File: src/rtl/send_scheduler.sv
// Round-robin arbiter and sequencer for the shared DataSender serializer:
// latches the winning payload, pulses send_start, waits for send_done (with watchdog), then holds a gap.
module send_scheduler #(
    parameter int DATA_BITS      = 216,
    parameter int N_REQ          = 3,
    parameter int GAP_CYCLES     = 4,
    parameter int TIMEOUT_CYCLES = 256
) (
    input  logic                       clk,
    input  logic                       rst,
    input  logic [N_REQ-1:0]           req_valid,
    input  logic [N_REQ*DATA_BITS-1:0] req_data,
    output logic [N_REQ-1:0]           req_ready,
    output logic                       send_start,
    output logic [DATA_BITS-1:0]       data_out,
    input  logic                       send_done,
    output logic                       busy,
    output logic [1:0]                 grant_id,
    output logic                       pkt_done,
    output logic                       pkt_err,
    output logic [1:0]                 done_id
);

    // state | meaning
    // IDLE  | searching for a requester from rr_ptr, req_ready asserted on the winner
    // START | one-cycle send_start to the serializer
    // SEND  | waiting for send_done, watchdog tmo_cnt running
    // GAP   | forced idle time between packets
    localparam logic [1:0] S_IDLE  = 2'd0;
    localparam logic [1:0] S_START = 2'd1;
    localparam logic [1:0] S_SEND  = 2'd2;
    localparam logic [1:0] S_GAP   = 2'd3;

    localparam int TW = $clog2(TIMEOUT_CYCLES);
    localparam int GW = (GAP_CYCLES > 1) ? $clog2(GAP_CYCLES) : 1;
    localparam logic [TW-1:0] TMO_LAST = TW'(TIMEOUT_CYCLES - 1);
    localparam logic [GW-1:0] GAP_LAST = GW'((GAP_CYCLES > 0) ? GAP_CYCLES - 1 : 0);

    logic [1:0]             state;
    logic [1:0]             rr_ptr;
    logic [TW-1:0]          tmo_cnt;
    logic [GW-1:0]          gap_cnt;

    logic [2*N_REQ-1:0]     valid_dbl;
    logic [N_REQ-1:0]       valid_rot;
    logic [1:0]             rot_off;
    logic [2:0]             idx_sum;
    logic [2:0]             ptr_sum;
    logic [1:0]             grant_idx;
    logic [1:0]             next_ptr;
    logic                   accept;
    logic [DATA_BITS-1:0]   sel_data;

    // Rotate the request vector so the search always starts at bit 0, then map back.
    always_comb begin
        valid_dbl = {req_valid, req_valid} >> rr_ptr;
        valid_rot = valid_dbl[N_REQ-1:0];
        rot_off   = '0;
        for (int k = N_REQ - 1; k >= 0; k--) begin
            if (valid_rot[k]) rot_off = 2'(k);
        end
        idx_sum = {1'b0, rr_ptr} + {1'b0, rot_off};
        if (idx_sum >= 3'(N_REQ)) idx_sum = idx_sum - 3'(N_REQ);
        grant_idx = idx_sum[1:0];

        ptr_sum = {1'b0, grant_idx} + 3'd1;
        if (ptr_sum >= 3'(N_REQ)) ptr_sum = '0;
        next_ptr = ptr_sum[1:0];

        accept = (state == S_IDLE) && (|req_valid);

        sel_data  = '0;
        req_ready = '0;
        for (int i = 0; i < N_REQ; i++) begin
            if (grant_idx == 2'(i)) sel_data = req_data[i*DATA_BITS +: DATA_BITS];
            req_ready[i] = accept && (grant_idx == 2'(i));
        end
    end

    assign send_start = (state == S_START);
    assign busy       = (state != S_IDLE);

    always_ff @(posedge clk) begin
        if (rst) begin
            state    <= S_IDLE;
            rr_ptr   <= '0;
            data_out <= '0;
            grant_id <= '0;
            done_id  <= '0;
            pkt_done <= 1'b0;
            pkt_err  <= 1'b0;
            tmo_cnt  <= '0;
            gap_cnt  <= '0;
        end else begin
            pkt_done <= 1'b0;
            pkt_err  <= 1'b0;
            case (state)
                S_IDLE: begin
                    if (accept) begin
                        data_out <= sel_data;
                        grant_id <= grant_idx;
                        rr_ptr   <= next_ptr;
                        state    <= S_START;
                    end
                end
                S_START: begin
                    tmo_cnt <= '0;
                    state   <= S_SEND;
                end
                S_SEND: begin
                    // send_done takes priority over a watchdog expiry in the same cycle
                    if (send_done || (tmo_cnt == TMO_LAST)) begin
                        pkt_done <= send_done;
                        pkt_err  <= ~send_done;
                        done_id  <= grant_id;
                        gap_cnt  <= '0;
                        state    <= (GAP_CYCLES == 0) ? S_IDLE : S_GAP;
                    end else begin
                        tmo_cnt <= tmo_cnt + TW'(1);
                    end
                end
                S_GAP: begin
                    if (gap_cnt == GAP_LAST) state <= S_IDLE;
                    else gap_cnt <= gap_cnt + GW'(1);
                end
                default: state <= S_IDLE;
            endcase
        end
    end

endmodule

File: config.mk
export PLATFORM = sky130hd
export DESIGN_NAME = send_scheduler
export DESIGN_NICKNAME = d
export VERILOG_FILES = /design/src/rtl/send_scheduler.sv
export SDC_FILE = /design/constraint.sdc
export NUM_CORES = 1
export LEC_CHECK = 0
export BUFFER_PORTS_ARGS = -buffer_cell sky130_fd_sc_hd__buf_4
export CAP_MARGIN = 25
export CELL_PAD_IN_SITES_DETAIL_PLACEMENT = 1
export CELL_PAD_IN_SITES_GLOBAL_PLACEMENT = 1
export CORE_AREA = 4 4 338 340
export DETAILED_ROUTE_END_ITERATION = 8
export DIE_AREA = 0 0 342 344
export PLACE_DENSITY_LB_ADDON = 0.05
export SLEW_MARGIN = 10
export SYNTH_ARGS = -nofsm -noshare
export SYNTH_HDL_FRONTEND = slang
export SYNTH_SLANG_ARGS = --single-unit
File: constraint.sdc
create_clock -name clk -period 3.9 [get_ports clk]
set_input_delay 0.78 -clock clk [delete_from_list [all_inputs] [get_ports clk]]
set_output_delay 0.78 -clock clk [all_outputs]
set_load 0.02 [all_outputs]
### Word level (Yosys, flattened, before mapping)

Cells that the tools add are included.

| word-level totals | value |
|---|---|
| register bits after elaboration | 236 |
| bits of input ports | 654 |

| cells by class | value |
|---|---|
| add/subtract/negate cells | 5 |
| magnitude comparators | 2 |
| equal/unequal tests | 12 |
| shift-type cells | 1 |
| multiplexer cells | 17 |
| bitwise gates (word level) | 3 |
| reduce and logical (&&, ||, !) cells | 17 |

Operators with widths:

| operator | number |
|---|---|
| $mux 216 | 3 |
| $mux 2 | 10 |
| $pmux 8 s2 | 1 |
| $ne 2x2->1 const B | 5 |
| $add 8x1->8 const B | 1 |
| $eq 2x2->1 const B | 4 |
| $eq 8x8->1 const B | 1 |
| $mux 8 | 1 |
| $pmux 2 s4 | 1 |
| $ge 3x2->1 const B | 2 |
| $reduce_and 2->1 | 3 |
| $reduce_and 3->1 | 2 |
| $reduce_bool 2->1 | 3 |
| $reduce_or 3->1 | 2 |
| $shr 6x2->3 | 1 |
| $eq 2x1->1 const B | 2 |
| $logic_and 1x1->1 | 4 |
| $logic_not 2->1 | 2 |
| $pmux 2 s2 | 1 |
| $add 2x1->3 const B | 1 |
| $add 2x2->3 | 1 |
| $not 1->1 | 3 |
| $add 2x1->2 const B | 1 |
| $sub 2x2->2 const B | 1 |
| $logic_or 1x1->1 | 1 |

### Logic depth before layout (Yosys ltp)

| depth | value |
|---|---|
| depth after elaboration | 11 |
| depth in mapped cells | 16 |
| gate-level depth less buffers | 13 |

### Worst setup path after synthesis

No wires, ideal clock.

| path | value |
|---|---|
| path type | input-to-output |
| start point | in req_valid[1] |
| end point | out req_ready[2] |
| data arrival time | 3.522 ns |
| setup slack | -0.402 ns |
| stages | 11 |
| cells stage by stage | or4b_2 > a21oi_1 > a41oi_1 > fa_1 > inv_1 > ha_1 > nor3b_1 > o21ai_1 > buf_2 > buf_2 > nor3_1 |

| between the ends | value |
|---|---|
| cells in the longest elaborated chain, start to end | 9 |

RTL lines:

| element | line | text |
|---|---|---|
| from (decl) | 11 | `input logic [N_REQ-1:0] req_valid,` |
| $shr 6x2->3 | 56 | `valid_dbl = {req_valid, req_valid} >> rr_ptr;` |
| $mux 2 (3 in series) | 60 | `if (valid_rot[k]) rot_off = 2'(k);` |
| $add 2x2->3 | 62 | `idx_sum = {1'b0, rr_ptr} + {1'b0, rot_off};` |
| $ge 3x2->1 or $sub 2x2->2 (tied branches) | 63 | `if (idx_sum >= 3'(N_REQ)) idx_sum = idx_sum - 3'(N_REQ);` |
| $mux 2 | 63 |  |
| $eq 2x2->1 | 76 | `req_ready[i] = accept && (grant_idx == 2'(i));` |
| $logic_and 1x1->1 * | 76 |  |
| to (decl) | 13 | `output logic [N_REQ-1:0] req_ready,` |

Mark *: on every way between the ends. The rest lies on a longest branch, timed or not.

### Worst setup path in the final report

| path | value |
|---|---|
| start point | in req_valid[1] |
| end point | out req_ready[0] |

| between the ends | value |
|---|---|
| cells in the longest elaborated chain, start to end | 9 |

RTL lines:

| element | line |
|---|---|
| $shr 6x2->3 | 56 |
| $mux 2 (3 in series) | 60 |
| $add 2x2->3 | 62 |
| $ge 3x2->1 or $sub 2x2->2 (tied branches) | 63 |
| $mux 2 | 63 |
| $logic_not 2->1 | 76 |
| $logic_and 1x1->1 * | 76 |

Marked as above.

==> insert_results.sql <==
INSERT INTO impl_metrics (metric_group, metric, value, unit) VALUES
('critical_path', 'reg2reg_from', 'rr_ptr[0]$_SDFFE_PP0P_', ''),
('critical_path', 'startpoint_type', 'primary input', ''),
('sta', 'setup_slack', '-146', 'ps'),
('outcome', 'failing_checks', 'negative setup slack', ''),
('synthesis', 'synth-edff-count', '0', ''),
('synthesis', 'yosysUniqueCellTypes', '49', ''),
('cells_and_area', 'share_of_post_route_cells_with_drive_strength_above_1', '51.4', '%'),
('floorplan', 'floorplan.die.height', '344', 'um'),
('critical_path', 'r2r.worst_path.cells', '14', ''),
('placed_design', 'post-dp-hpwl', '70500', 'um'),
('synthesis', 'yosys_warnings', '0', ''),
('floorplan', 'die_width', '342', 'um'),
('cts', 'ctsHtreeMaxLevel', '2', ''),
('cells_and_area', 'area_growth_syn_to_layout', '94.6', '%'),
('worst_hold_path', 'timing.hold.worst_endpoint', 'pkt_err$_SDFF_PP0_', ''),
('synthesis', 'synth_top_cells_by_area', 'dfxtp_1, a32oi_1, a22oi_1', ''),
('critical_path', 'worst_path_dominant_cell_family', 'simple AND/OR/NAND/NOR gates', ''),
('drt', 'drt_pass1_iterations', '5', ''),
('run', 'maximum_capacitance_violations', '0', ''),
('critical_path', 'reg2reg_setup_slack', '220', 'ps'),
('drt', 'postRouteWirelength', '91700', 'um'),
('floorplan', 'std_cell_core_area', '112000', 'um^2'),
('grt', 'wire_length_of_the_first_global_routing_pass', '122000', 'um'),
('synthesis', 'dominant_synthesized_flop_cell', 'dfxtp_1', ''),
('sta', 'time_the_worst_path_needs_with_i_o_delays_and_setup', '4050', 'ps'),
('critical_path', 'worstPathBufferInverterCount', '3', ''),
('critical_path', 'worst_setup_path_end_kind', 'output port', ''),
('outcome', 'run_status', 'finished with violations', ''),
('critical_path', 'cp_slowest_cell', 'fa_1', ''),
('floorplan', 'floorplan.initialDensity', '9.79', '%'),
('cells_and_area', 'final-seq-area', '4730', 'um^2'),
('worst_hold_path', 'hold_start', 'send_done', ''),
('cells_and_area', 'num-nets-final', '2684', ''),
('synthesis', 'netlist.area_leader.share', '43.2', '%'),
('drt', 'route.detailed.wl_per_inst', '25.7', 'um'),
('power_and_ir_drop', 'leakagePower', '9.05', 'nW'),
('power_and_ir_drop', 'power.share.sequential', '19.3', '%'),
('cells_and_area', 'multi_input_comb_area', '5730', 'um^2'),
('grt', 'antenna_found_initial', '33', ''),
('floorplan', 'dieArea', '118000', 'um^2'),
('critical_path', 'timing.critical_path.fanout_max', '6', ''),
('critical_path', 'r2r_end', 'data_out[193]$_SDFFE_PP0P_', ''),
('cts', 'cts.reportedPaths.clkPinSlew', '60', 'ps'),
('synthesis', 'fraction_of_registers_with_async_set_or_reset_after_synthesis', '0', '%'),
('synthesis', 'synth_cells', '1145', ''),
('sta', 'timing.hold.ws', '427', 'ps'),
('sta', 'rsz0062_at_grt', 'true', ''),
('grt', 'grt.overflow.total', '0', ''),
('grt', 'vias_in_the_first_global_route', '15600', ''),
('sta', 'finalSetupViolCount', '3', ''),
('critical_path', 'worst_ep_arrival_time', '3270', 'ps'),
('drt', 'ant_nets', '0', ''),
('cts', 'tritoncts', 'done', ''),
('cts', 'number_of_buffers_on_the_longest_clock_path', '3', ''),
('power_and_ir_drop', 'switching_power', '8.64', 'mW'),
('worst_hold_path', 'whs_path_depth', '2', ''),
('sta', 'clock_skews', '19.0', 'ps'),
('synthesis', 'yosysTopAreaCell', 'dfxtp_1', ''),
('synthesis', 'synth_area', '10900', 'um^2'),
('power_and_ir_drop', 'clkPwrFrac', '19.7', '%'),
('sta', 'fmax', '0.247', 'GHz'),
('floorplan', 'num_rows', '123', ''),
('floorplan', 'io_pins', '881', ''),
('placed_design', 'gp_congestion', '0.808', ''),
('placed_design', 'port-buffer-count', '880', ''),
('critical_path', 'cell_by_cell_trace_of_the_critical_path', 'buf_4 -> or4b_4 -> a21oi_4 -> a41oi_2 -> fa_1 -> inv_2 -> ha_4 -> nand3b_1 -> o21ai_4 -> nor3b_4 -> buf_6', ''),
('worst_hold_path', 'hp-class', 'primary input to flop', ''),
('sta', 'setup_tns', '-415', 'ps'),
('grt', 'track_usage', '14.6', '%'),
('sta', 'final_slew_viol_count', '0', ''),
('drt', 'routed-via-count', '14100', '');
[area by class of cell]
cell class                      instances  area share [%]
Antenna cell                           18           0.212
Clock buffer                           62            5.71
Clock inverter                          6           0.271
Inverter                               10           0.177
Multi-Input combinational cell        764            26.9
Sequential cell                       236            22.2
Tap cell                             1500            8.83
Timing Repair Buffer                  970            35.6
[what timing repair did]
item                                    4_1_cts  5_1_grt
hold buffers                                  0        0
pin swaps                                     5        4
setup buffers                                 5        2
resized for setup                            13        5
endpoints found under the setup margin        3        3
[cells by family after synthesis]
logic type      after synthesis  share of synthesized area [%]
compound gates              614                           39.4
flops                       236                           43.2
buf+inv                     145                           5.76
mux                          75                           6.88
simple gates                 63                           3.33
fa+ha+maj                     9                           1.10
xor+xnor                      3                          0.241
[synthesized netlist by cell type, types with 2 or more instances]
cell type / instances
inv_1: 9
dfxtp_1: 236
and3b_1: 2
o21ai_1: 174
nor2_1: 11
a31oi_1: 2
o21a_1: 2
ha_1: 8
nand2_1: 9
nor3b_1: 5
nand4_1: 4
nor3_1: 3
and2_1: 3
nand3b_1: 2
mux2i_1: 74
a32oi_1: 216
nand2b_1: 6
a21oi_1: 12
and4_1: 2
nor2b_1: 4
buf_2: 59
nand3_1: 4
buf_1: 6
clkbuf_1: 68
a22oi_1: 145
o21ai_0: 51
and3_1: 2
xor2_1: 2
a211oi_1: 4
[worst reg2reg max path, cell delays in order (launching register included)]
cell      delay (ps)
dfxtp_4          360
or4b_4           500
a21oi_4          130
a41oi_2           50
fa_1             590
inv_2             60
ha_4             170
nand3b_1         250
buf_4            190
buf_4            120
buf_4            130
mux2_8           430
buf_12           210
a32oi_1          280
o21ai_1          100
[metal layers]
metal  track usage (%)  wire length [um]  share of wire [%]  vias to the layer above
met2              27.6             48700                 53                      617
met5                 0               117               0.13                        -
met3              6.88              9730                 11                       98
met1              14.3             31300                 34                     6859
met4              3.79              1890                2.1                       18
li1                  -                 -                  -                     6459
[through the flow]
stage / setup slack (ps) / instances / instance area, um^2
2_1_floorplan: -18.4 / 1145 / 11000
6_report: -146 / 3566 / 21300
4_1_cts: -189 / 3546 / 21200
3_5_place_dp: -278 / 3473 / 19800
5_1_grt: -283 / 3557 / 21200
3_3_place_gp: -304 / 3473 / 19800
[power groups by stage]
stage	combinational, mW	clock (mW)	sequential (mW)
after floorplan	4.87	0	4.27
after global placement	11.3	0	3.56
after detailed placement	11.4	0	3.57
after CTS	11.5	3.82	3.54
after global routing	12.1	3.89	3.61
final	11.2	3.60	3.53
[sequential cells by signal (all words and copies together), names as in the netlist]
register and cells:
data_out 216, rr_ptr 2, pkt_done 1, done_id 2
state 2, gap_cnt 2, tmo_cnt 8, grant_id 2
pkt_err 1
[how the worst max path moves through the flow]
stage                                 startpoint                    endpoint
after global placement              req_valid[1]  data_out[133]$_SDFFE_PP0P_
final                               req_valid[1]                req_ready[0]
after detailed placement            req_valid[1]  data_out[133]$_SDFFE_PP0P_
after floorplan                     req_valid[1]                req_ready[1]
after global routing      rr_ptr[0]$_SDFFE_PP0P_                req_ready[0]
after CTS                 rr_ptr[1]$_SDFFE_PP0P_                req_ready[0]
(Power assumes the default switching activity.)
